## src/rtl/vga_sync_gen_if.sv

```systemverilog
// Pixel-side and VGA-pin signals of vga_sync_gen. The generator owns the master modport.
// test_en exists only when VGA_TEST_PATTERN_EN is defined.
interface vga_sync_gen_if;
  logic [11:0] rgb_in;
  logic [9:0]  pix_x;
  logic [9:0]  pix_y;
  logic        pix_active;
  logic        pix_ce;
  logic        frame_tick;
  logic [3:0]  vgaRed;
  logic [3:0]  vgaGreen;
  logic [3:0]  vgaBlue;
  logic        Hsync;
  logic        Vsync;
`ifdef VGA_TEST_PATTERN_EN
  logic        test_en;

  modport master (
    input  rgb_in, test_en,
    output pix_x, pix_y, pix_active, pix_ce, frame_tick,
           vgaRed, vgaGreen, vgaBlue, Hsync, Vsync
  );
  modport slave (
    output rgb_in, test_en,
    input  pix_x, pix_y, pix_active, pix_ce, frame_tick,
           vgaRed, vgaGreen, vgaBlue, Hsync, Vsync
  );
`else
  modport master (
    input  rgb_in,
    output pix_x, pix_y, pix_active, pix_ce, frame_tick,
           vgaRed, vgaGreen, vgaBlue, Hsync, Vsync
  );
  modport slave (
    output rgb_in,
    input  pix_x, pix_y, pix_active, pix_ce, frame_tick,
           vgaRed, vgaGreen, vgaBlue, Hsync, Vsync
  );
`endif
endinterface

```

## src/rtl/vga_sync_gen.sv

```systemverilog
// VGA timing generator with pixel clock-enable, blanked/registered colour and sync pins.
// Optional colour-bar source enabled by defining VGA_TEST_PATTERN_EN.
module vga_sync_gen #(
  parameter int unsigned CLK_DIV  = 4,
  parameter int unsigned H_ACTIVE = 640,
  parameter int unsigned H_FP     = 16,
  parameter int unsigned H_SYNC   = 96,
  parameter int unsigned H_BP     = 48,
  parameter int unsigned V_ACTIVE = 480,
  parameter int unsigned V_FP     = 10,
  parameter int unsigned V_SYNC   = 2,
  parameter int unsigned V_BP     = 33,
  parameter logic        SYNC_POL = 1'b0
) (
  input  logic           clk,
  input  logic           rst_n,
  vga_sync_gen_if.master vga
);

  localparam int unsigned H_TOTAL = H_ACTIVE + H_FP + H_SYNC + H_BP;
  localparam int unsigned V_TOTAL = V_ACTIVE + V_FP + V_SYNC + V_BP;
  localparam int unsigned DIV_W   = (CLK_DIV > 1) ? $clog2(CLK_DIV) : 1;

  localparam logic [DIV_W-1:0] DIV_LAST = DIV_W'(CLK_DIV - 1);
  localparam logic [9:0] H_LAST   = 10'(H_TOTAL - 1);
  localparam logic [9:0] V_LAST   = 10'(V_TOTAL - 1);
  localparam logic [9:0] H_ACT    = 10'(H_ACTIVE);
  localparam logic [9:0] V_ACT    = 10'(V_ACTIVE);
  localparam logic [9:0] HS_START = 10'(H_ACTIVE + H_FP);
  localparam logic [9:0] HS_END   = 10'(H_ACTIVE + H_FP + H_SYNC);
  localparam logic [9:0] VS_START = 10'(V_ACTIVE + V_FP);
  localparam logic [9:0] VS_END   = 10'(V_ACTIVE + V_FP + V_SYNC);
  localparam logic [9:0] V_TICK   = 10'(V_ACTIVE - 1);

  logic [DIV_W-1:0] div_cnt_q, div_cnt_d;
  logic [9:0]       h_cnt_q, h_cnt_d;
  logic [9:0]       v_cnt_q, v_cnt_d;
  logic [11:0]      rgb_q, rgb_d;
  logic             hsync_q, hsync_d;
  logic             vsync_q, vsync_d;
  logic             tick_q, tick_d;
  logic             pix_ce;
  logic             active;
  logic [11:0]      src_rgb;

  always_comb begin
    pix_ce = (div_cnt_q == DIV_LAST);
    active = (h_cnt_q < H_ACT) && (v_cnt_q < V_ACT);
  end

`ifdef VGA_TEST_PATTERN_EN
  localparam int unsigned BAR_W = (H_ACTIVE / 8 > 0) ? H_ACTIVE / 8 : 1;
  localparam logic [9:0]  BAR_W_C = 10'(BAR_W);
  logic [9:0] bar;

  always_comb begin
    bar     = h_cnt_q / BAR_W_C;
    src_rgb = vga.rgb_in;
    if (vga.test_en) begin
      case (bar)
        10'd0:   src_rgb = 12'hFFF;
        10'd1:   src_rgb = 12'hFF0;
        10'd2:   src_rgb = 12'h0FF;
        10'd3:   src_rgb = 12'h0F0;
        10'd4:   src_rgb = 12'hF0F;
        10'd5:   src_rgb = 12'hF00;
        10'd6:   src_rgb = 12'h00F;
        default: src_rgb = 12'h000;
      endcase
    end
  end
`else
  always_comb src_rgb = vga.rgb_in;
`endif

  // Pins are computed from the pre-step counters, so they lag pix_x/pix_y by one pixel.
  always_comb begin
    div_cnt_d = pix_ce ? '0 : div_cnt_q + 1'b1;
    h_cnt_d   = h_cnt_q;
    v_cnt_d   = v_cnt_q;
    rgb_d     = rgb_q;
    hsync_d   = hsync_q;
    vsync_d   = vsync_q;
    tick_d    = 1'b0;
    if (pix_ce) begin
      if (h_cnt_q == H_LAST) begin
        h_cnt_d = '0;
        v_cnt_d = (v_cnt_q == V_LAST) ? '0 : v_cnt_q + 10'd1;
      end else begin
        h_cnt_d = h_cnt_q + 10'd1;
      end
      rgb_d   = active ? src_rgb : '0;
      hsync_d = (h_cnt_q >= HS_START && h_cnt_q < HS_END) ? SYNC_POL : ~SYNC_POL;
      vsync_d = (v_cnt_q >= VS_START && v_cnt_q < VS_END) ? SYNC_POL : ~SYNC_POL;
      tick_d  = (h_cnt_q == H_LAST) && (v_cnt_q == V_TICK);
    end
  end

  always_ff @(posedge clk or negedge rst_n) begin
    if (!rst_n) begin
      div_cnt_q <= '0;
      h_cnt_q   <= '0;
      v_cnt_q   <= '0;
      rgb_q     <= '0;
      hsync_q   <= ~SYNC_POL;
      vsync_q   <= ~SYNC_POL;
      tick_q    <= 1'b0;
    end else begin
      div_cnt_q <= div_cnt_d;
      h_cnt_q   <= h_cnt_d;
      v_cnt_q   <= v_cnt_d;
      rgb_q     <= rgb_d;
      hsync_q   <= hsync_d;
      vsync_q   <= vsync_d;
      tick_q    <= tick_d;
    end
  end

  assign vga.pix_x      = h_cnt_q;
  assign vga.pix_y      = v_cnt_q;
  assign vga.pix_active = active;
  assign vga.pix_ce     = pix_ce;
  assign vga.frame_tick = tick_q;
  assign vga.vgaRed     = rgb_q[11:8];
  assign vga.vgaGreen   = rgb_q[7:4];
  assign vga.vgaBlue    = rgb_q[3:0];
  assign vga.Hsync      = hsync_q;
  assign vga.Vsync      = vsync_q;

endmodule

```

## src/flat_wrapper.sv

```systemverilog
// flat-port wrapper written by rule: the top's interface ports become plain ports
module vga_sync_gen_flat 
#(
  parameter int unsigned CLK_DIV  = 4,
  parameter int unsigned H_ACTIVE = 640,
  parameter int unsigned H_FP     = 16,
  parameter int unsigned H_SYNC   = 96,
  parameter int unsigned H_BP     = 48,
  parameter int unsigned V_ACTIVE = 480,
  parameter int unsigned V_FP     = 10,
  parameter int unsigned V_SYNC   = 2,
  parameter int unsigned V_BP     = 33,
  parameter logic        SYNC_POL = 1'b0
)
  (clk, rst_n, vga_rgb_in, vga_pix_x, vga_pix_y, vga_pix_active, vga_pix_ce, vga_frame_tick, vga_vgaRed, vga_vgaGreen, vga_vgaBlue, vga_Hsync, vga_Vsync);
  vga_sync_gen_if vga_i ();
  input  logic clk;
  input  logic rst_n;
  input wire logic [$bits(vga_i.rgb_in)-1:0] vga_rgb_in;
  output wire logic [$bits(vga_i.pix_x)-1:0] vga_pix_x;
  output wire logic [$bits(vga_i.pix_y)-1:0] vga_pix_y;
  output wire logic [$bits(vga_i.pix_active)-1:0] vga_pix_active;
  output wire logic [$bits(vga_i.pix_ce)-1:0] vga_pix_ce;
  output wire logic [$bits(vga_i.frame_tick)-1:0] vga_frame_tick;
  output wire logic [$bits(vga_i.vgaRed)-1:0] vga_vgaRed;
  output wire logic [$bits(vga_i.vgaGreen)-1:0] vga_vgaGreen;
  output wire logic [$bits(vga_i.vgaBlue)-1:0] vga_vgaBlue;
  output wire logic [$bits(vga_i.Hsync)-1:0] vga_Hsync;
  output wire logic [$bits(vga_i.Vsync)-1:0] vga_Vsync;
  assign vga_i.rgb_in = vga_rgb_in;
  assign vga_pix_x = vga_i.pix_x;
  assign vga_pix_y = vga_i.pix_y;
  assign vga_pix_active = vga_i.pix_active;
  assign vga_pix_ce = vga_i.pix_ce;
  assign vga_frame_tick = vga_i.frame_tick;
  assign vga_vgaRed = vga_i.vgaRed;
  assign vga_vgaGreen = vga_i.vgaGreen;
  assign vga_vgaBlue = vga_i.vgaBlue;
  assign vga_Hsync = vga_i.Hsync;
  assign vga_Vsync = vga_i.Vsync;
  vga_sync_gen #(.CLK_DIV(CLK_DIV), .H_ACTIVE(H_ACTIVE), .H_FP(H_FP), .H_SYNC(H_SYNC), .H_BP(H_BP), .V_ACTIVE(V_ACTIVE), .V_FP(V_FP), .V_SYNC(V_SYNC), .V_BP(V_BP), .SYNC_POL(SYNC_POL)) u_core (.clk(clk), .rst_n(rst_n), .vga(vga_i));
endmodule
```

## config.mk

```make
export PLATFORM = sky130hd
export DESIGN_NAME = vga_sync_gen_flat
export DESIGN_NICKNAME = d
export VERILOG_FILES = /design/src/rtl/vga_sync_gen_if.sv /design/src/rtl/vga_sync_gen.sv /design/src/flat_wrapper.sv
export SDC_FILE = /design/constraint.sdc
export NUM_CORES = 1
export LEC_CHECK = 0
export ABC_AREA = 1
export CORE_MARGIN = 2
export CORE_UTILIZATION = 35
export DETAILED_ROUTE_END_ITERATION = 6
export GPL_TIMING_DRIVEN = 0
export SETUP_SLACK_MARGIN = 0.05
export SLEW_MARGIN = 20
export SYNTH_ARGS = -nofsm -noshare
export SYNTH_HDL_FRONTEND = slang
export SYNTH_SLANG_ARGS = --single-unit
```

## constraint.sdc

```tcl
create_clock -name clk -period 2.75 [get_ports clk]
set_input_delay 0.55 -clock clk [delete_from_list [all_inputs] [get_ports clk]]
set_output_delay 0.55 -clock clk [all_outputs]
set_load 0.05 [all_outputs]
```

# Word-level counts from Yosys, hierarchy flattened

Index checks and enable logic that the tools add are counted.

Register bits: 37
Input port bits: 14
Output and inout port bits: 37

$add $sub $neg: 3
Order comparisons: 6
Eq/ne operators: 4
Muxes and demuxes: 7
Reduce and logical (&&, ||, !) cells: 5

Operator list:

| kind                                                                   | count |
|---|---|
| 10-bit by 1-bit adder with 10-bit output, second input constant        | 2 |
| 10-bit == test, second input constant                                  | 2 |
| 10-bit < comparator, second input constant                             | 2 |
| 10-bit by 9-bit < comparator with 1-bit output, second input constant  | 2 |
| 10-bit 2-to-1 mux                                                      | 2 |
| 12-bit 2-to-1 mux                                                      | 1 |
| 10-bit by 9-bit == test with 1-bit output, second input constant       | 1 |
| 10-bit >= comparator, second input constant                            | 1 |
| 10-bit by 9-bit >= comparator with 1-bit output, second input constant | 1 |
| 1-bit logical AND                                                      | 4 |
| 1-bit 2-to-1 mux                                                       | 3 |
| 2-bit by 1-bit adder with 2-bit output, second input constant          | 1 |
| 2-bit == test, second input constant                                   | 1 |
| 2-bit 2-to-1 mux                                                       | 1 |
| 2-bit AND reduction                                                    | 1 |

# Logic depth before layout (Yosys ltp)

Gate-level depths: netlist of run 1.

Depth after elaboration: 3
Mapped depth: 8
Mapped depth without buffers: 8

# Worst setup path after synthesis of run 1

No wires, ideal clock.

Path kind: reg2out
Start point: reg u_core.h_cnt_q[9], in the netlist u_core.vga.pix_x[9]
End point: out vga_pix_active
Data arrival time: 1.484 ns
Required time: 2.200 ns
Path slack: 0.716 ns
Stages on the path, launching flop included: 7
Cell sequence: dfrtp_1 > nand2_1 > nand2_1 > nor2_1 > o21ai_2 > clkbuf_2 > inv_1

Word-level cells in the longest chain between the ends: 2

Ends and longest elaborated chain:

| element                | RTL line            | source |
|---|---|---|
| start, declared        | vga_sync_gen.sv:36  | `logic [9:0] h_cnt_q, h_cnt_d;` |
| start signal, assigned | vga_sync_gen.sv:110 | `h_cnt_q <= h_cnt_d;` |
| 10-bit < comparator    | vga_sync_gen.sv:48  | `active = (h_cnt_q < H_ACT) && (v_cnt_q < V_ACT);` |
| 1-bit logical AND      | vga_sync_gen.sv:48  |  |
| end, declared          | flat_wrapper.sv:22  | `output wire logic [$bits(vga_i.pix_active)-1:0] vga_pix_active;` |

Every way passes these cells.

# Worst setup path after layout of run 1

Ends and elaborated chain as after synthesis.

==> results of run 1 <==
layer usage:
layer	global-route usage, %	vias up	wire length (um)
met5	0	-	0
met4	5.71	0	63
met3	4.19	8	232
met2	25.9	44	2000
met1	22.1	785	2170
li1	-	841	-
path summary, 6_finish.rpt:
check / cells after the start / from / to / slack, ns
max: 7 / u_core.vga.pix_x[9]$_DFFE_PN0P_ / vga_pix_active / 0.27
min: 1 / rst_n / u_core.rgb_q[5]$_DFFE_PN0P_ / 0.13
max reg2reg: 7 / u_core.vga.pix_x[0]$_DFFE_PN0P_ / u_core.vga.pix_y[2]$_DFFE_PN0P_ / 1.24
min reg2reg: 1 / u_core.div_cnt_q[0]$_DFF_PN0_ / u_core.div_cnt_q[0]$_DFF_PN0_ / 0.44
max in group asynchronous: 2 / rst_n / u_core.vga.Vsync$_DFFE_PN1P_ / 2.10
min in group clk: 1 / u_core.div_cnt_q[0]$_DFF_PN0_ / u_core.div_cnt_q[0]$_DFF_PN0_ / 0.44
timing repair:
action | 4_1_cts | 5_1_grt
setup endpoints to repair | 1 | 0
hold buffers | 0 | 0
gates resized for setup | 1 | 0
cell families after synthesis:
group | after synthesis
simple gates | 118
compound gates | 28
buf+inv | 34
xor+xnor | 7
fa+ha+maj | 5
flops | 37
power breakdown:
group | internal [uW] | switching, uW | leakage (uW) | total (uW)
Sequential | 553 | 4.32 | 0.000468 | 557
Combinational | 36.6 | 53.4 | 0.000623 | 90.0
Clock | 360 | 203 | 0.0000681 | 563
layout by cell type (no fill, tap or decap), types with 2 or more instances in the layout:
cell type / instances
a21oi_1: 3
buf_2: 5
bufinv_16: 2
clkbuf_8: 5
clkdlybuf4s50_1: 48
dfrtp_1: 35
dfstp_2: 2
ha_1: 5
inv_1: 24
inv_2: 2
nand2_1: 66
nand2_2: 2
nand3_1: 14
nand3_2: 2
nand3b_1: 2
nand4_1: 5
nor2_1: 12
nor2_2: 4
nor2_4: 2
nor3_1: 5
o21ai_0: 17
o21ai_1: 6
or2_2: 2
xor2_1: 6
flip-flops by register name, indices dropped and copies added, names as in the netlist:
register               cells
u_core.rgb_q              12
u_core.div_cnt_q           2
u_core.vga.pix_x          10
u_core.vga.frame_tick      1
u_core.vga.Vsync           1
u_core.vga.Hsync           1
u_core.vga.pix_y          10
synth_stat cells:
cell,n
a21oi_1,3
buf_2,4
buf_4,1
buf_6,1
clkbuf_1,1
clkbuf_2,1
dfrtp_1,35
dfstp_2,2
ha_1,5
inv_1,24
inv_2,2
nand2_1,66
nand2_2,2
nand3_1,14
nand3_2,2
nand3_4,1
nand3b_1,2
nand4_1,5
nor2_1,12
nor2_2,4
nor2_4,2
nor3_1,5
nor3_4,1
o21ai_0,17
o21ai_1,6
o21ai_2,1
o22ai_1,1
or2_2,2
xnor2_1,1
xor2_1,6
worst reg2reg max path: cells and delay by family (launching register included):
family	cells	cell delay, ns
AOI/OAI and AO/OA	1	0.06
and+or+nand+nor	3	0.37
DFF	1	0.41
adders and majority gates	1	0.20
buffers and inverters	2	0.35
area by class of cell:
| class | instances | area (um2) | share of cell area, % |
|---|---|---|---|
| tap | 70 | 87.6 | 3.32 |
| multi-input combinational | 158 | 830 | 31.4 |
| clock buffer | 5 | 68.8 | 2.61 |
| inverter | 26 | 97.6 | 3.70 |
| buffer | 8 | 47.5 | 1.80 |
| sequential | 37 | 928 | 35.2 |
| clock inverter | 3 | 65.1 | 2.47 |
| timing repair buffer | 51 | 514 | 19.5 |
through the flow:
step,instance area [um2],hold WS [ns],std cells
finish,2640,0.127,358
global route,2640,0.137,358
CTS,2640,0.129,358
detailed placement,2510,0.418,350
global placement,2490,0.420,349
floorplan,1900,0.254,229
==> impl_results.md, run 1 <==
* Ant diodes at 0
* Mux cell area share after synthesis at 0%
* P_leak at approximately 0.0012 uW
* DR iter-0 viols at 103
* Setup_tns at 0 ns
* Total core area at ~5200 um2
* Final core utilization at around 50%
* Die Wd at between 70 and 80 um
* Final Hold Fails at 0
* CP Launch Type: register
* Post-Synth Simple-Gate Area at around 29%
* Synth Instances at around 230
* Share of cells above drive strength 1 at 12.5%
* Slew Viols, Final at 0
* Clock-pin slew on the worst setup and hold paths at approximately 0.08 ns
* Final period utilization at approximately 90%
* CTS Buf Count at 5
* Syn Area/Cell at around 8.3 um2
* Max stage delay cell, worst path: dlygate4sd2_1
* Latest clock arrival within the worst-skew pair at approximately 0.30 ns
* Setup ws final at approximately 0.27 ns
* Delay-heaviest family, CP: buffers and inverters
* Total global-route track usage at between 15 and 20%
* FMAX at slightly above 400 MHz
* Mapped Nets at around 250
* Post-Place Worst Slack at roughly 0.29 ns
* Design Power at 1210 uW
* Clock root cell: clkbuf_8
* Fin nets at ~300
* Post-synthesis cell area at 1900 um2
* Largest area contributor in the netlist: dfrtp_1
* Number of max-cap violations at 0
* Via count at ~1700
* Vias in the first global route at 1720
* CTS Buffer Depth at 2
* Critical Path RT at between 2 and 2.5 ns
* Largest net degree at the start of global routing at 27
* Std-Cell Rows at 26
* CP max FO at 10
* Setup violation total in the final timing report at 0
* Synth warn at 0
* H-tree levels at 2
* Register area share after synthesis at approximately half
* Die area at between 6000 and 7000 um2
* Largest family of logic cells by synthesized area: simple AND/OR/NAND/NOR gates
* Gpl congestion at about 0.83
* IO Count at between 50 and 60
* P per Cell Area at between 400 and 500 nW/um2
* Area growth, synth to finish at 38.7%
* Worst endpoint data arrival time at 1.93 ns
* Adder-Cell Fraction of Synth Area at about 3.3%
* Clock Skews at approximately 0.0081 ns
* Avg WL per Cell at between 10 and 15 um
* WS Path Type: register to output pin
* Slew at the pin closest to its max-slew limit at a little over 0.5 ns
* Status: complete, no violations
* Final HPWL DP at ~3.3 mm
* Yosys top cell area share at between 40% and 50%
* RSZ-0062 raised after global routing: false
* Critical path, cell by cell: nand2_1 > nand2_1 > nor2_1 > o21ai_2 > clkbuf_2 > inv_1 > dlygate4sd2_1
* VDD IR max at 176 uV
* CP endpoint kind: output pin
* CTS tree: yes
* Tmin final at between 2 and 2.5 ns
* Initial Util at between 30% and 40%
* Vias per inst at 4.69
* Hold WC Path Type: primary input to asynchronous set/reset pin
* GRT overflow at 0
* Die Ht at between 70 and 80 um
* Complex-gate fraction of the synthesized area at roughly 7.6%
* Drt pass-1 iters at 5
* Area contributors post-synth: dfrtp_1 46%, nand2_1 13%, inv_1 4.7%
* Final ANT Viol Nets at 0
* Post-synth cell types at 30
* Post-CTS setup buffers at 0
* Buf+Inv Stages, Crit Path at 3
* Register bit total from synthesis at 37
* DR DRC count at 0
* Fill cells at approximately 500
* Initial antenna violation count at 0
* Buffers on Ports at 50
* Relative slew slack at about two thirds
* Slowest stage delay, CP at between 0.5 and 0.6 ns
* Post-Route WL at 4.47 mm
* Most frequent cell on the critical path: nand2_1
* First-pass GRT wire length at around 8 mm
* Post-Synth XOR/XNOR Area at about 3.2%
* CTS Sinks at 37
No activity file was read; power rests on OpenSTA's default activity.
==> inputs of run 2 (changes only) <==
--- a/config.mk
+++ b/config.mk
@@ -10,6 +10,8 @@
 export CORE_UTILIZATION = 35
 export DETAILED_ROUTE_END_ITERATION = 6
 export GPL_TIMING_DRIVEN = 0
+export HOLD_SLACK_MARGIN = 0.05
+export MAX_ROUTING_LAYER = met4
 export SETUP_SLACK_MARGIN = 0.05
 export SLEW_MARGIN = 20
 export SYNTH_ARGS = -nofsm -noshare
==> run 2 against run 1 <==
Clock skew barely moved. Flip-flop and latch count stayed put. Via count increased by 0.24%. Design area stayed put. Worst setup slack improved by 0.00069 ns. Critical path type unchanged.
==> impl_results.md, run 2 (synthesis gave the netlist of run 1 again) <==
* Status: complete, no violations
* IO Count at between 50 and 60
* Critical Path RT at between 2 and 2.5 ns
* P_leak at around 0.0012 uW
* CP max FO at 10
* Top reg by flops: u_core.rgb_q
* Placed Cells at 350
* Slew at the pin closest to its max-slew limit at between 0.5 and 0.6 ns
* DR DRC count at 0
* CTS Buffer Depth at 2
* Post-Route WL at 4.48 mm
* Std-Cell Rows at 26
* Hold_ws at 0.130 ns
* Setup violation total in the final timing report at 0
* Post-CTS setup buffers at 0
* Post-CTS Resized at 1
* Initial antenna violation count at 0
* Total core area at 5170 um2
* Final core utilization at approximately 50%
* Clock Power Share at about 47%
* Sw Share at between 20% and 30%
* Combinational power share at between 7 and 8%
* Slew Viols, Final at 0
* Origin of the critical flop-to-flop path: u_core.div_cnt_q[0]$_DFF_PN0_
* Die area at 6040 um2
* H-tree levels at 2
* GRT overflow at 0
* Area growth, synth to finish at 38.7%
* Final Hold Fails at 0
* Initial Util at 36.8%
* CTS Buf Count at 5
* Avg WL per Cell at ~13 um
* Buffers on Ports at 50
* First-pass GRT wire length at around 8.0 mm
* Hold buffers post-CTS at 0
* Most frequent cells in the layout: 66 x nand2_1, 48 x clkdlybuf4s50_1, 35 x dfrtp_1
* Psw at 259 uW
* Vias in the first global route at about 1700
* Gpl congestion at 0.838
* Number of max-cap violations at 0
* Commonest non-fill, non-tap cell in the layout: nand2_1
* CP endpoint kind: output pin
* Clock root cell: clkbuf_8
* Latest clock arrival within the worst-skew pair at between 0.2 and 0.3 ns
* DR iter-0 viols at 74
* Hold WC Path Type: primary input to asynchronous set/reset pin
* Clock-pin slew on the worst setup and hold paths at about 0.080 ns
* Clock Skews at 0.00803 ns
* Share of cells above drive strength 1 at 12.5%
* Worst reg2reg path depth at 6
* CTS Sinks at 37
* Max reg flops at 12
* WS Path Type: register to output pin
* Largest net degree at the start of global routing at 27
* Via count at roughly 1700
* Drt pass-1 iters at 5
* Reg2Reg Setup Slack at roughly 1.2 ns
* Total global-route track usage at between 10% and 20%
* Die Wd at approximately 78 um
* Tmin final at 2.48 ns
* Final HPWL DP at 3.29 mm
* Final ANT Viol Nets at 0
* FMAX at 403 MHz
* VDD IR max at 174 uV
* P per Cell Area at approximately 460 nW/um2
* CP Launch Type: register
* Final period utilization at between 90% and 100%
* Reg power frac at ~46%
* Reg2reg end: u_core.rgb_q[7]$_DFFE_PN0P_
* Worst endpoint data arrival time at between 1.5 and 2 ns
* Ant diodes at 0
* CTS tree: yes
* Vias per inst at around 4.7
* Die Ht at approximately 78 um
* Final Instance Count excl. Fillers at 358
* Fin nets at ~310
* Relative slew slack at roughly 65%
* Setup_tns at 0 ns
* Cell Int Power at roughly 950 uW
* RSZ-0062 raised after global routing: false
[run 2: cell type report]
| class | count | area (um2) |
|---|---|---|
| repair buffers | 51 | 514 |
| flip-flops and latches | 37 | 928 |
| inverters | 26 | 97.6 |
| clock inverters | 3 | 65.1 |
| multi-input cells | 158 | 830 |
| clock buffers | 5 | 68.8 |
| fillers | 495 | 2530 |
| plain buffers | 8 | 47.5 |
| well taps | 70 | 87.6 |
[run 2: power groups by stage]
stage / combinational (uW) / clock [uW] / sequential, uW
2_1_floorplan: 6.29 / 0 / 600
3_3_place_gp: 88.1 / 0 / 568
3_5_place_dp: 91.3 / 0 / 568
4_1_cts: 91.8 / 581 / 557
5_1_grt: 96.5 / 601 / 558
6_report: 90.0 / 562 / 557
[run 2: worst max path at each step]
| stage | startpoint | end | slack [ns] | depth (start not counted) |
|---|---|---|---|---|
| after floorplan | u_core.vga.pix_x[9]$_DFFE_PN0P_ | vga_pix_active | 0.72 | 6 |
| after global placement | rst_n | u_core.vga.pix_x[9]$_DFFE_PN0P_ | 0.20 | 1 |
| after detailed placement | u_core.vga.pix_x[9]$_DFFE_PN0P_ | vga_pix_active | 0.29 | 7 |
| after CTS | u_core.vga.pix_x[9]$_DFFE_PN0P_ | vga_pix_active | 0.22 | 7 |
| after global routing | u_core.vga.pix_x[9]$_DFFE_PN0P_ | vga_pix_active | 0.12 | 7 |
| final | u_core.vga.pix_x[9]$_DFFE_PN0P_ | vga_pix_active | 0.27 | 7 |
[run 2: critical path, stage by stage (launching register included)]
cell           delay (ns)
dfrtp_1              0.42
nand2_1              0.14
nand2_1              0.09
nor2_1               0.13
o21ai_2              0.10
clkbuf_2             0.18
inv_1                0.07
dlygate4sd2_1        0.52
[run 2: metrics by stage]
step,setup slack (ns),instance area [um2],power [uW]
final,0.271,2640,1210
after global routing,0.124,2640,1260
after CTS,0.225,2640,1230
after detailed placement,0.290,2510,659
after global placement,0.199,2490,656
after floorplan,0.716,1900,607
[run 2: metal layers]
metal  routed length (um)  global-route usage [%]
met1                 2190                    22.1
met2                 2010                    25.9
met3                  228                    4.19
met4                   51                    5.71
met5                    0                       -
